**src/rtl/nn_seq_pkg.sv**
```systemverilog
`default_nettype none
// ============================================================================
// Module  : nn_seq_pkg
// Purpose : Shared definitions for the layer sequencer: FSM state encoding,
//           a width helper used for parameter defaults, and the default
//           watchdog limit.
// Ports   : none (package)
// Revision: 1.0 - initial release
// ============================================================================
package nn_seq_pkg;

  typedef enum logic [2:0] {
    ST_IDLE  = 3'd0,
    ST_CLEAR = 3'd1,
    ST_START = 3'd2,
    ST_WAIT  = 3'd3,
    ST_NEXT  = 3'd4,
    ST_FIN   = 3'd5,
    ST_ERR   = 3'd6
  } seq_state_e;

  localparam int unsigned DEFAULT_TIMEOUT = 1023;

  // Smallest width w (>= 1) such that 2**w >= n.
  function automatic int unsigned bits_for(input int unsigned n);
    int unsigned w;
    w = 1;
    for (int i = 1; i < 32; i++) begin
      if ((32'd1 << i) < n) w = i + 1;
    end
    return w;
  endfunction

endpackage
`default_nettype wire

```
**src/rtl/layer_watchdog.sv**
```systemverilog
`default_nettype none
// ============================================================================
// Module  : layer_watchdog
// Purpose : Cycle counter guarding the WAIT state. Cleared by clr, counts
//           while en is high, and flags expiry on the last permitted cycle.
// Ports   : CLOCK   in  system clock, rising edge
//           reset   in  synchronous active-high reset
//           clr     in  zero the counter (takes priority over en)
//           en      in  count this cycle
//           expired out high when count == TIMEOUT-1 and en
// Revision: 1.0 - initial release
// ============================================================================
module layer_watchdog
  import nn_seq_pkg::*;
#(
  parameter int unsigned TIMEOUT = DEFAULT_TIMEOUT,
  parameter int unsigned TO_W    = bits_for(TIMEOUT + 1)
) (
  input  logic CLOCK,
  input  logic reset,
  input  logic clr,
  input  logic en,
  output logic expired
);

  localparam logic [TO_W-1:0] c_LAST_COUNT = TO_W'(TIMEOUT - 1);

  logic [TO_W-1:0] count_q;
  logic [TO_W-1:0] count_d;

  always_comb begin
    count_d = count_q;
    if (clr) begin
      count_d = '0;
    end else if (en) begin
      count_d = count_q + TO_W'(1);
    end
  end

  always_ff @(posedge CLOCK) begin
    if (reset) begin
      count_q <= '0;
    end else begin
      count_q <= count_d;
    end
  end

  // en is decoded from the sequencer's registered state, so this stays
  // free of any path from a primary input.
  assign expired = en && (count_q == c_LAST_COUNT);

endmodule
`default_nettype wire

```
**src/rtl/layer_sequencer.sv**
```systemverilog
`default_nettype none
// ============================================================================
// Module  : layer_sequencer
// Purpose : Steps a network through its layers. For each layer it clears the
//           compute units, pulses start, then waits for the combined
//           all-units-done pulse. After the last layer it pulses net_done.
//           A watchdog parks the sequencer in ERR if a layer hangs.
// Ports   : CLOCK       in  system clock, rising edge
//           reset       in  synchronous active-high reset
//           go          in  start an inference (IDLE or ERR only)
//           all_done    in  one-cycle completion pulse (WAIT only)
//           unit_clear  out one-cycle clear of the units' done flags
//           unit_start  out one-cycle start of the current layer
//           layer       out current layer index
//           busy        out high in CLEAR/START/WAIT/NEXT/FIN
//           net_done    out one-cycle pulse when the final layer is done
//           timeout_err out sticky watchdog error, cleared by go
// Revision: 1.0 - initial release
// ============================================================================
module layer_sequencer
  import nn_seq_pkg::*;
#(
  parameter int unsigned NUM_LAYERS = 3,
  parameter int unsigned LAYER_W    = bits_for(NUM_LAYERS),
  parameter int unsigned TIMEOUT    = DEFAULT_TIMEOUT,
  parameter int unsigned TO_W       = bits_for(TIMEOUT + 1)
) (
  input  logic               CLOCK,
  input  logic               reset,
  input  logic               go,
  input  logic               all_done,
  output logic               unit_clear,
  output logic               unit_start,
  output logic [LAYER_W-1:0] layer,
  output logic               busy,
  output logic               net_done,
  output logic               timeout_err
);

  localparam logic [LAYER_W-1:0] c_LAST_LAYER = LAYER_W'(NUM_LAYERS - 1);

  seq_state_e         state_q;
  seq_state_e         state_d;
  logic [LAYER_W-1:0] layer_q;
  logic [LAYER_W-1:0] layer_d;
  logic               wd_expired;

  layer_watchdog #(
    .TIMEOUT (TIMEOUT),
    .TO_W    (TO_W)
  ) u_watchdog (
    .CLOCK   (CLOCK),
    .reset   (reset),
    .clr     (state_q == ST_START),
    .en      (state_q == ST_WAIT),
    .expired (wd_expired)
  );

  always_comb begin
    state_d = state_q;
    layer_d = layer_q;
    unique case (state_q)
      ST_IDLE, ST_ERR: begin
        if (go) begin
          state_d = ST_CLEAR;
          layer_d = '0;
        end
      end
      ST_CLEAR: state_d = ST_START;
      ST_START: state_d = ST_WAIT;
      ST_WAIT: begin
        // A completion arriving on the expiry cycle still counts.
        if (all_done) begin
          state_d = ST_NEXT;
        end else if (wd_expired) begin
          state_d = ST_ERR;
        end
      end
      ST_NEXT: begin
        if (layer_q == c_LAST_LAYER) begin
          state_d = ST_FIN;
        end else begin
          state_d = ST_CLEAR;
          layer_d = layer_q + LAYER_W'(1);
        end
      end
      ST_FIN:  state_d = ST_IDLE;
      default: state_d = ST_IDLE;
    endcase
  end

  always_ff @(posedge CLOCK) begin
    if (reset) begin
      state_q <= ST_IDLE;
      layer_q <= '0;
    end else begin
      state_q <= state_d;
      layer_q <= layer_d;
    end
  end

  // All outputs are pure decodes of registered state.
  assign unit_clear  = (state_q == ST_CLEAR);
  assign unit_start  = (state_q == ST_START);
  assign net_done    = (state_q == ST_FIN);
  assign timeout_err = (state_q == ST_ERR);
  assign busy        = (state_q == ST_CLEAR) || (state_q == ST_START) ||
                       (state_q == ST_WAIT)  || (state_q == ST_NEXT)  ||
                       (state_q == ST_FIN);
  assign layer       = layer_q;

endmodule
`default_nettype wire

```
**config.mk**
```make
export PLATFORM = sky130hd
export DESIGN_NAME = layer_sequencer
export DESIGN_NICKNAME = d
export VERILOG_FILES = /design/src/rtl/nn_seq_pkg.sv /design/src/rtl/layer_watchdog.sv /design/src/rtl/layer_sequencer.sv
export SDC_FILE = /design/constraint.sdc
export NUM_CORES = 1
export LEC_CHECK = 0
export ABC_CLOCK_PERIOD_IN_PS = 3700
export CORE_ASPECT_RATIO = 1.75
export CORE_MARGIN = 2
export CORE_UTILIZATION = 30
export DETAILED_ROUTE_END_ITERATION = 8
export DONT_BUFFER_PORTS = 1
export GPL_TIMING_DRIVEN = 0
export PLACE_DENSITY_LB_ADDON = 0.08
export SYNTH_ARGS = -nofsm -noshare
export SYNTH_HDL_FRONTEND = slang
export SYNTH_SLANG_ARGS = --single-unit
export TNS_END_PERCENT = 20
```
**constraint.sdc**
```tcl
create_clock -name CLOCK -period 3.7 [get_ports CLOCK]
set_input_delay 0.37 -clock CLOCK [delete_from_list [all_inputs] [get_ports CLOCK]]
set_output_delay 0.37 -clock CLOCK [all_outputs]
set_load 0.05 [all_outputs]
```
# Word-level counts from Yosys, hierarchy flattened
# Index checks and enable logic that the tools add are counted.
[classes]
addsub = 2
n_eq_ne = 11
mux = 8
n_reduce_logical = 11
[ops]
columns = ["op", "n"]
rows = [
  ["$pmux 3 s5", 1],
  ["$mux 3", 4],
  ["$add 10x1->10 const B", 1],
  ["$eq 10x10->1 const B", 1],
  ["$eq 3x3->1 const B", 3],
  ["$eq 3x2->1 const B", 2],
  ["$logic_or 1x1->1", 4],
  ["$mux 2", 2],
  ["$ne 2x2->1 const B", 2],
  ["$pmux 2 s2", 1],
  ["$reduce_or 2->1", 2],
  ["$eq 3x1->1 const B", 1],
  ["$logic_not 3->1", 1],
  ["$ne 3x3->1 const B", 1],
  ["$reduce_and 3->1", 1],
  ["$add 2x1->2 const B", 1],
  ["$eq 2x2->1 const B", 1],
  ["$reduce_and 2->1", 1],
  ["$reduce_bool 2->1", 1],
  ["$logic_and 1x1->1", 1],
]
[word_totals]
regBits = 15
in_bits = 4
wordCells = 35

# Logic depth before layout (Yosys ltp)
# Gate-level depths: netlist (run 1).
[depth]
word_depth = 5
mapped_depth = 6
depth_no_buf = 6

# Modules after synthesis
# Synthesis (run 1) repeated with hierarchy kept, for this count alone.
[hier_totals]
hier_cells = 97
area_unflattened_um2 = 800.8
[by_module_without_submodules]
columns = ["module", "instances", "cells_per_inst", "area_each_um2", "seq_area_each_um2"]
rows = [
  ["layer_watchdog", 1, 55, 473.0, 200.2],
  ["layer_sequencer", 1, 42, 327.8, 100.1],
]

# Worst setup path after synthesis (run 1)
# Ideal clock, no wire load.
[synth_timing]
path_type = "reg-to-output"
start = "register state_q[0]"
end = "output port unit_clear"
arrival_time_ps = 1733
t_required_ps = 3330
slack_ps = 1597
stages_incl_launch_ff = 4
n_path_buf = 1
cell_sequence = "dfxtp_1 buf_2 inv_1 nor3_1"
[synth_via]
elab_chain_cells = 1
[synth_rtl]
columns = ["item", "line", "source"]
rows = [
  ["start: declaration", "layer_sequencer.sv:42", "seq_state_e state_q;"],
  ["start signal: assignment", "layer_sequencer.sv:97", "state_q <= state_d;"],
  ["$eq 3x1->1", "layer_sequencer.sv:103", "assign unit_clear = (state_q == ST_CLEAR);"],
  ["end: declaration", "layer_sequencer.sv:32", "output logic unit_clear,"],
]
# No other way between the ends.

# Worst setup path after layout (run 1)
# Ends and elaborated chain as after synthesis.

==> results.yml, run 1 <==
run_status:
  outcome: "finished clean"
worst_setup_path:
  crit_arrival_ns: 2.25
  crit_required_ns: 3.33
  critical_path.max_stage_delay_ns: 1.15
  endpoint_kind: "output port"
  critical_path.max_fanout: 10
  worst_path_max_delay_cell: "sky130_fd_sc_hd__nor3_1"
  worst-setup-path-type: "flop to output port"
  critical_path_cell_sequence: "buf_2 > inv_1 > nor3_1"
  setup.worst_path.start_class: "flop"
sta:
  finalSetupTns_ns: 0
  finClkSkew_ns: 0.00260
  setup_repair_after_global_routing_missed_its_margin: "no"
  hold_viol: 0
  clock.fmax_mhz: 382
  finalWorstPathRequiredPeriod_ns: 2.62
  post_route_fraction_of_the_period_consumed_by_the_critical_path_pct: 70.8
  timing.final.max_slew_violations: 0
  worst-slew-pin-transition_ns: 1.43
  timing.hold.ws_ns: 0.347
  setup_viol_count_final: 0
  max_slew_headroom_pct: 3.99
die:
  chipHeight_um: 74.6
  area_of_the_placeable_core_sq_um: 2690
  die_width_um: 44.3
  num_io_pins: 11
  floorplan.initialDensity_pct: 31.7
  placement_rows: 25
  die_area_sq_um: 3300
hold_path:
  class_of_the_tightest_hold_or_removal_check: "input pin to flop"
global_routing:
  grt_antenna_before_repair: 0
  overflow: 0
  grt_pass1_wl_um: 3190
  grt_usage_pct: 13.6
  grt_start_max_net_pins: 11
  grt_pass1_vias: 689
yosys:
  synth_ff_type: "sky130_fd_sc_hd__dfxtp_1"
  share_of_synthesized_flip_flops_with_an_asynchronous_set_or_reset_pct: 0
  synthesis.yosys.warnings: 0
  netlist_area_sq_um: 853
  ys_seq_area_share_pct: 35.2
  syn_avg_cell_area_sq_um: 8.28
  synthesis.nets: 110
  synthCells: 103
  yosysUniqueCellTypes: 34
  ys_ff_latch: 15
  synth-edff-count: 0
finish:
  drive_above_1_share_pct: 12.1
  filler_cell_count: 300
  flow.area_growth_from_synthesis_pct: 9.24
  net_total_in_the_final_layout: 115
  final-seq-area_sq_um: 300
  utilization_pct: 34.7
  n_antenna_cell: 0
  multi_input_comb_area_sq_um: 494
power:
  power_leakage_nw: 0.320
  fin_total_pwr_mw: 0.417
  max-vdd-ir-drop_uv: 197
  power-per-cell-area_nw_per_um2: 447
cts:
  cts_tree: "yes"
  cts.path.max_buffers: 2
  clock_sinks: 15
  cts_inserted_buffers: 3
  postCtsResizedCells: 0
  cts_hold_buffers: 0
  cts.repair_timing.setup_buffer_count: 0
  register_clock_pin_slew_on_the_reported_worst_setup_and_hold_paths_ns: 0.06
  h-tree-depth: 1
  root_buffer: "sky130_fd_sc_hd__clkbuf_8"
  clk-insertion-delay-late_ns: 0.25
route:
  drt_first_pass_iters: 4
  totalWireLength_um: 1960
  routed_wire_length_per_instance_um: 14.6
  vias_per_cell: 5.38
  detailedRoute.firstIterationViolations: 14
  vias: 721
  drc: 0
  route.antenna.remaining_nets: 0
flow_run:
  cap_viol_max_count: 0
placed_design:
  hpwl_um: 1490
  io_buffer_count: 0
  finalWeightedCongestion: 0.792
-- cells in the mapped netlist, types with 2 or more instances --
library cell | n | area [sq um]
sky130_fd_sc_hd__a21oi_1 | 10 | 50.1
sky130_fd_sc_hd__and3_1 | 3 | 18.8
sky130_fd_sc_hd__and4_1 | 2 | 17.5
sky130_fd_sc_hd__buf_2 | 2 | 10.0
sky130_fd_sc_hd__buf_6 | 2 | 22.5
sky130_fd_sc_hd__dfxtp_1 | 15 | 300
sky130_fd_sc_hd__ha_1 | 3 | 37.5
sky130_fd_sc_hd__inv_1 | 4 | 15.0
sky130_fd_sc_hd__nand2_1 | 5 | 18.8
sky130_fd_sc_hd__nand2b_1 | 3 | 18.8
sky130_fd_sc_hd__nand4_1 | 2 | 12.5
sky130_fd_sc_hd__nor2_1 | 15 | 56.3
sky130_fd_sc_hd__nor3_1 | 7 | 35.0
sky130_fd_sc_hd__o21ai_0 | 5 | 25.0
sky130_fd_sc_hd__or4_1 | 2 | 15.0
sky130_fd_sc_hd__xnor2_1 | 3 | 26.3
sky130_fd_sc_hd__xor2_1 | 3 | 26.3
-- metal layers --
| metal | GRT usage [%] | vias up | share of wire, % |
|---|---|---|---|
| met5 | 0 | - | 0 |
| met4 | 9.09 | 0 | 2.7 |
| met3 | 2.91 | 5 | 3.2 |
| met2 | 23.4 | 10 | 53 |
| met1 | 14.4 | 337 | 41 |
| li1 | - | 369 | - |
-- sequential cells by signal, summed over array words and instances, names as in the netlist --
name	count
u_watchdog.count_q	10
state_q	3
layer	2
-- critical path: cells and delay by family, from the launching register on --
kind | cells | cell delay, ns
buffers and inverters | 2 | 0.42
AND/OR/NAND/NOR | 1 | 1.15
flip-flops | 1 | 0.42
-- power by group --
| group | internal (mW) | switching, mW |
|---|---|---|
| registers | 0.167 | 0.00890 |
| logic | 0.0318 | 0.0731 |
| clock network | 0.0764 | 0.0594 |
| total | 0.276 | 0.141 |
-- final timing paths --
| path | endpoint | slack, ns | cells past startpoint | startpoint |
|---|---|---|---|---|
| worst max-delay path | unit_clear | 1.08 | 3 | state_q[0] |
| worst max register to register | u_watchdog.count_q[9] | 1.74 | 6 | state_q[2] |
| worst min-delay path | state_q[1] | 0.35 | 2 | all_done |
| worst min register to register | u_watchdog.count_q[9] | 0.49 | 2 | u_watchdog.count_q[9] |
-- stage by stage --
stage          std cells  setup slack (ns)  area, sq um
3_3_place_gp         130              1.35          887
6_report             134              1.08          932
2_1_floorplan        103              1.60          853
3_5_place_dp         130              1.37          887
4_1_cts              134              1.08          932
5_1_grt              134             0.984          932
-- layout by cell type (no fill, tap or decap), drive strengths merged --
cell type	Yosys	final
a211oi	1	1
or4	2	2
xnor2	3	3
nor2b	1	1
nor4	1	1
nor2	16	16
and4	2	2
a21oi	10	10
or3	1	1
ha	3	3
nand4bb	1	1
nand2	5	5
inv	4	4
o21ai	5	5
and3	3	3
nand4b	1	1
nand2b	4	4
xor2	3	3
dfxtp	15	15
nor3	7	7
nand3	1	1
buf	5	5
and2	1	1
a32oi	1	1
a2111o	1	1
a31oi	1	1
or2	1	1
clkbuf	1	5
and4b	1	1
nand4	2	2
-- kinds of logic (layout without fill, tap and decap cells) --
logic type | after synthesis | after routing | share of synthesized area [%]
and+or+nand+nor | 50 | 50 | 33.7
DFF | 15 | 15 | 35.2
buffers and inverters | 10 | 14 | 6.89
xor gates and xnor gates | 6 | 6 | 6.16
adders and majority gates | 3 | 3 | 4.40
AOI/OAI and AO/OA | 19 | 19 | 13.6
-- final cells by class --
type / count / share of cell area (%)
multi-input cells: 78 / 53.0
well taps: 27 / 3.62
inverters: 4 / 1.61
clock buffers: 4 / 4.83
plain buffers: 6 / 4.70
flip-flops and latches: 15 / 32.2
No activity file was read; power rests on OpenSTA's default activity.
==> run 2, diff against run 1 <==
Settings changed: ABC_CLOCK_PERIOD_IN_PS 3700 to 2200.
Clock period 3.7 ns to 2.2 ns, I/O delays scaled along.
==> run 2 against run 1 <==
Against the previous run: total power increased by 69%; wire length increased by 1.1%; highest routed layer unchanged; non-clock buffer count unchanged; clock skew decreased by 0.0013 ns; sequential share of layout area decreased by 0.17 points; setup slack got worse by 0.92 ns; clock power increased by 69%; critical path depth unchanged; global-route usage about the same; die area unchanged; first-iteration DRC count decreased by 36%; combinational power increased by 70%.
==> results.yml, run 2 (same netlist as run 1, synthesis figures left out) <==
finish:
  commonest_cells_after_routing_fill_and_taps_aside: "15 x sky130_fd_sc_hd__nor2_1, 15 x sky130_fd_sc_hd__dfxtp_1, 10 x sky130_fd_sc_hd__a21oi_1"
  net_total_in_the_final_layout: 115
  largest-register: "u_watchdog.count_q"
  drive_above_1_share_pct: 13.1
  n_antenna_cell: 0
  utilization_pct: 34.8
  final-seq-area_sq_um: 300
  largest_reg_flops: 10
  stdcell_count: 134
  flow.area_growth_from_synthesis_pct: 9.82
  post-route-cell-area_sq_um: 937
  multi_input_comb_area_sq_um: 499
  filler_cell_count: 300
cts:
  root_buffer: "sky130_fd_sc_hd__clkbuf_8"
  register_clock_pin_slew_on_the_reported_worst_setup_and_hold_paths_ns: 0.06
  clock_sinks: 15
  h-tree-depth: 1
  clk-insertion-delay-late_ns: 0.25
  cts.path.max_buffers: 2
  postCtsResizedCells: 1
  cts_hold_buffers: 0
  cts.repair_timing.setup_buffer_count: 0
  cts_tree: "yes"
  cts_inserted_buffers: 3
die:
  floorplan.initialDensity_pct: 31.7
  area_of_the_placeable_core_sq_um: 2690
  chipHeight_um: 74.6
  num_io_pins: 11
  die_area_sq_um: 3300
  placement_rows: 25
  die_width_um: 44.3
route:
  route.antenna.remaining_nets: 0
  totalWireLength_um: 1980
  drc: 0
  vias_per_cell: 5.37
  drt_first_pass_iters: 3
  vias: 719
  detailedRoute.firstIterationViolations: 9
  routed_wire_length_per_instance_um: 14.8
sta:
  setup_viol_count_final: 0
  timing.final.max_slew_violations: 0
  clock.fmax_mhz: 490
  hold_viol: 0
  post_route_fraction_of_the_period_consumed_by_the_critical_path_pct: 92.8
  finalWorstPathRequiredPeriod_ns: 2.04
  timing.final.ws_setup_ns: 0.159
  finalSetupTns_ns: 0
  timing.hold.ws_ns: 0.196
  setup_repair_after_global_routing_missed_its_margin: "no"
  worst-slew-pin-transition_ns: 1.05
  max_slew_headroom_pct: 30.5
  finClkSkew_ns: 0.00132
placed_design:
  io_buffer_count: 0
  post-place-cells: 130
  finalWeightedCongestion: 0.792
  hpwl_um: 1490
  pre_cts_ws_ns: 0.0162
  placed_cell_area_sq_um: 887
power:
  max-vdd-ir-drop_uv: 338
  power_leakage_nw: 0.322
  fin_total_pwr_mw: 0.706
  power-per-cell-area_nw_per_um2: 753
worst_setup_path:
  setup.worst_path.start_class: "flop"
  crit_required_ns: 1.98
  worst_r2r_path_depth: 6
  crit_arrival_ns: 1.82
  worst-setup-path-type: "flop to output port"
  critical_path.max_fanout: 10
  r2r_start: "state_q[2]"
  endpoint_kind: "output port"
  worstReg2RegEnd: "u_watchdog.count_q[9]"
  r2r_slack_ns: 0.24
global_routing:
  grt_antenna_before_repair: 0
  grt_start_max_net_pins: 11
  overflow: 0
  grt_usage_pct: 13.6
  grt_pass1_wl_um: 3210
  grt_pass1_vias: 689
hold_path:
  hp-start: "all_done"
  hold_path_depth: 2
  class_of_the_tightest_hold_or_removal_check: "input pin to flop"
  holdPathEnd: "state_q[1]"
flow_run:
  cap_viol_max_count: 0
run_status:
  outcome: "finished clean"
[run 2: cell count changes in the layout (fill, tap and decap cells not counted)]
cell	change
sky130_fd_sc_hd__nor3_2	+1
sky130_fd_sc_hd__nor3_1	-1
[run 2: worst max-delay path, stage by stage, from the launching register on]
cell and delay [ns]:
sky130_fd_sc_hd__dfxtp_1 0.42, sky130_fd_sc_hd__buf_2 0.25, sky130_fd_sc_hd__inv_1 0.17, sky130_fd_sc_hd__nor2_1 0.72
[run 2: cell type report]
type / instances / share of cell area [%]
inverter: 4 / 1.60
tap: 27 / 3.60
sequential: 15 / 32.0
buffer: 6 / 4.67
multi-input combinational: 78 / 53.3
clock buffer: 4 / 4.81
[run 2: power by group]
| part | total [mW] | leakage (nW) | switching, mW | internal (mW) |
|---|---|---|---|---|
| Combinational | 0.179 | 0.178 | 0.125 | 0.0543 |
| Clock | 0.230 | 0.0228 | 0.101 | 0.129 |
| Sequential | 0.297 | 0.121 | 0.0150 | 0.282 |
[run 2: worst max-delay path by stage]
stage          slack, ns  cells past startpoint          to       start
6_report            0.16                      3    net_done  state_q[0]
3_5_place_dp        0.02                      3  unit_clear  state_q[0]
4_1_cts             0.17                      3    net_done  state_q[0]
3_3_place_gp     0.00007                      3  unit_clear  state_q[0]
2_1_floorplan       0.25                      3  unit_clear  state_q[0]
5_1_grt             0.08                      3    net_done  state_q[0]
[run 2: routing by layer]
layer	up-vias	global-route usage (%)	routed length, um
met1	334	14.5	818
met5	-	0	0
li1	370	-	-
met4	0	9.09	53
met3	5	2.91	62
met2	10	23.4	1050
==> run 3, diff against run 2 <==
Settings changed: CORE_ASPECT_RATIO 1.75 to default, CORE_UTILIZATION 30 to 53, SYNTH_HIERARCHICAL from default to 1.
==> run 3 against run 2 <==
Against the previous run: largest cell class unchanged; total power fell by 26%; critical endpoint is now u_watchdog/count_q[1]; global-route usage rose by 4.9 points; clock power fell by 32%; die area fell by 44%; cell count fell by 12%; utilization rose by 25 points; area after synthesis fell by 6.2%; sequential share of layout area rose by 2.3 points; highest routed layer unchanged.
==> results.yml, run 3 <==
run_status:
  outcome: "finished clean"
yosys:
  ys_ff_latch: 15
  post-synth-top-area-fraction_pct: 37.5
  post-synth-top-area-cell: "sky130_fd_sc_hd__dfxtp_1"
  share_of_synthesized_flip_flops_with_an_asynchronous_set_or_reset_pct: 0
  synthesis.yosys.warnings: 6
  synth.area.top_cells: "sky130_fd_sc_hd__dfxtp_1 38%, sky130_fd_sc_hd__a21oi_1 6.3%, sky130_fd_sc_hd__ha_1 4.7%"
  synth_compound_area_share_pct: 18.9
  synth_top_family_by_area: "simple AND/OR/NAND/NOR gates"
  yosysMostFrequentCell: "sky130_fd_sc_hd__dfxtp_1"
  synth_ff_type: "sky130_fd_sc_hd__dfxtp_1"
  ys_top_cells_by_count: "15 x sky130_fd_sc_hd__dfxtp_1, 10 x sky130_fd_sc_hd__a21oi_1, 9 x sky130_fd_sc_hd__nor2_1, 7 x sky130_fd_sc_hd__inv_1, 7 x sky130_fd_sc_hd__nand2_1"
  synthesis.nets: 104
  netlist_area_sq_um: 801
  synth-simple-area-share_pct: 26.3
  syn_avg_cell_area_sq_um: 8.26
  synth-edff-count: 0
  yosysUniqueCellTypes: 34
  synthCells: 97
  synth-xor-area-share_pct: 5.47
  yosys.area_share.adder_pct: 4.69
  ys_seq_area_share_pct: 37.5
  synth.mux.area_fraction_pct: 1.25
route:
  vias: 663
  totalWireLength_um: 1410
  vias_per_cell: 5.62
  drc: 0
  drt_first_pass_iters: 2
  route.antenna.remaining_nets: 0
  routed_wire_length_per_instance_um: 11.9
  detailedRoute.firstIterationViolations: 4
global_routing:
  overflow: 0
  grt_usage_pct: 18.5
  grt_antenna_before_repair: 0
  grt_pass1_vias: 617
  grt_pass1_wl_um: 2530
  grt_start_max_net_pins: 11
cts:
  cts.repair_timing.setup_buffer_count: 0
  register_clock_pin_slew_on_the_reported_worst_setup_and_hold_paths_ns: 0.09
  cts_inserted_buffers: 3
  cts.path.max_buffers: 2
  root_buffer: "sky130_fd_sc_hd__clkbuf_4"
  cts_tree: "yes"
  clk-insertion-delay-late_ns: 0.28
  clock_sinks: 15
  h-tree-depth: 1
finish:
  filler_cell_count: 145
  final-seq-area_sq_um: 300
  flow.area_growth_from_synthesis_pct: 9.22
  drive_above_1_share_pct: 13.7
  multi_input_comb_area_sq_um: 469
  largest_reg_flops: 10
  commonest_non_fill_non_tap_cell_in_the_layout: "sky130_fd_sc_hd__dfxtp_1"
  commonest_cells_after_routing_fill_and_taps_aside: "15 x sky130_fd_sc_hd__dfxtp_1, 10 x sky130_fd_sc_hd__a21oi_1, 9 x sky130_fd_sc_hd__nor2_1"
  largest-register: "u_watchdog/count_q"
  net_total_in_the_final_layout: 110
  n_antenna_cell: 0
flow_run:
  cap_viol_max_count: 0
sta:
  timing.final.max_slew_violations: 0
  hold_viol: 0
  finalWorstPathRequiredPeriod_ns: 1.97
  setup_repair_after_global_routing_missed_its_margin: "no"
  setup_viol_count_final: 0
  worst-slew-pin-transition_ns: 1.02
  post_route_fraction_of_the_period_consumed_by_the_critical_path_pct: 89.6
  finalSetupTns_ns: 0
  clock.fmax_mhz: 508
  max_slew_headroom_pct: 32.0
  timing.hold.ws_ns: 0.0239
  finClkSkew_ns: 0.00125
worst_setup_path:
  worst_r2r_path_depth: 6
  critical_path.max_fanout: 10
  worst-setup-path-type: "flop to flop"
  crit_arrival_ns: 2.18
  crit_required_ns: 2.41
  r2r_slack_ns: 0.23
  setup.worst_path.start_class: "flop"
  endpoint_kind: "flop"
  worstReg2RegEnd: "u_watchdog/count_q[1]"
  r2r_start: "state_q[2]"
die:
  floorplan.initialDensity_pct: 55.1
  area_of_the_placeable_core_sq_um: 1450
  num_io_pins: 11
  chipHeight_um: 42.9
  die_area_sq_um: 1840
  placement_rows: 14
  die_width_um: 42.9
placed_design:
  finalWeightedCongestion: 0.717
  hpwl_um: 1050
  io_buffer_count: 0
power:
  power-per-cell-area_nw_per_um2: 597
  max-vdd-ir-drop_uv: 306
  power_leakage_nw: 0.295
hold_path:
  holdPathEnd: "state_q[1]"
  hold_path_depth: 1
  hp-start: "go"
  class_of_the_tightest_hold_or_removal_check: "input pin to flop"
## run 3: changes by cell type in the layout (fill, tap and decap cells not counted), moves of 3 or more
cell and change:
sky130_fd_sc_hd__and3_1 -3, sky130_fd_sc_hd__inv_1 +3, sky130_fd_sc_hd__clkbuf_4 +3, sky130_fd_sc_hd__nand2b_1 -3
sky130_fd_sc_hd__clkbuf_8 -3, sky130_fd_sc_hd__nor2_1 -6, sky130_fd_sc_hd__nor3_1 -5
## run 3: layer usage
| layer | vias up | routed length (um) | global-route usage, % |
|---|---|---|---|
| met2 | 8 | 691 | 30.6 |
| met4 | 0 | 17 | 11.3 |
| met1 | 297 | 661 | 21.4 |
| li1 | 356 | - | - |
| met5 | - | 0 | 0 |
| met3 | 2 | 37 | 4.26 |
## run 3: critical path, stage by stage (launching register included)
cell                       delay (ns)
sky130_fd_sc_hd__dfxtp_1         0.37
sky130_fd_sc_hd__buf_2           0.22
sky130_fd_sc_hd__and2b_1         0.23
sky130_fd_sc_hd__and2_2          0.31
sky130_fd_sc_hd__or2_2           0.32
sky130_fd_sc_hd__clkbuf_1        0.22
sky130_fd_sc_hd__a211oi_2        0.23
## run 3: logic make-up after synthesis
| logic type | Yosys count |
|---|---|
| xor gates and xnor gates | 5 |
| AOI/OAI and AO/OA | 23 |
| DFF | 15 |
| adders and majority gates | 3 |
| and+or+nand+nor | 39 |
| buffers and inverters | 11 |
| muxes | 1 |
## run 3: cell type report
cell class | count | share of cell area [%]
Clock buffer | 3 | 2.58
Timing Repair Buffer | 1 | 1.14
Inverter | 7 | 3.00
Multi-Input combinational cell | 71 | 53.6
Clock inverter | 1 | 0.572
Tap cell | 16 | 2.29
Buffer | 4 | 2.43
Sequential cell | 15 | 34.3
## run 3: where the power goes
group	leakage, nW	switching [mW]	internal, mW	total, mW
Clock	0.0177	0.0901	0.0673	0.157
Combinational	0.156	0.0555	0.0235	0.0790
Sequential	0.121	0.00866	0.277	0.286
## run 3: worst max-delay path by stage
| stage | start | to | slack, ns |
|---|---|---|---|
| 2_1_floorplan | state_q[2] | net_done | 0.29 |
| 3_3_place_gp | state_q[0] | net_done | 0.14 |
| 3_5_place_dp | state_q[2] | u_watchdog/count_q[1] | 0.13 |
| 4_1_cts | state_q[2] | u_watchdog/count_q[1] | 0.09 |
| 5_1_grt | state_q[1] | state_q[0] | 0.04 |
| 6_report | state_q[2] | u_watchdog/count_q[1] | 0.23 |
## run 3: metrics by stage
stage / total power, mW / setup slack, ns / cells / area [sq um] / util, %
CTS: 0.532 / 0.0903 / 118 / 868 / 59.7
global route: 0.554 / 0.0450 / 118 / 875 / 60.2
finish: 0.522 / 0.230 / 118 / 875 / 60.2
detailed placement: 0.366 / 0.134 / 113 / 826 / 56.8
floorplan: 0.356 / 0.286 / 97 / 801 / -
global placement: 0.365 / 0.136 / 113 / 821 / 56.5
## run 3: timing repair
item / in CTS / in global routing
endpoints found under the hold margin: 5 / 0
hold buffers: 1 / 0
gates resized for setup: 1 / 2
setup endpoints to repair: 1 / 7
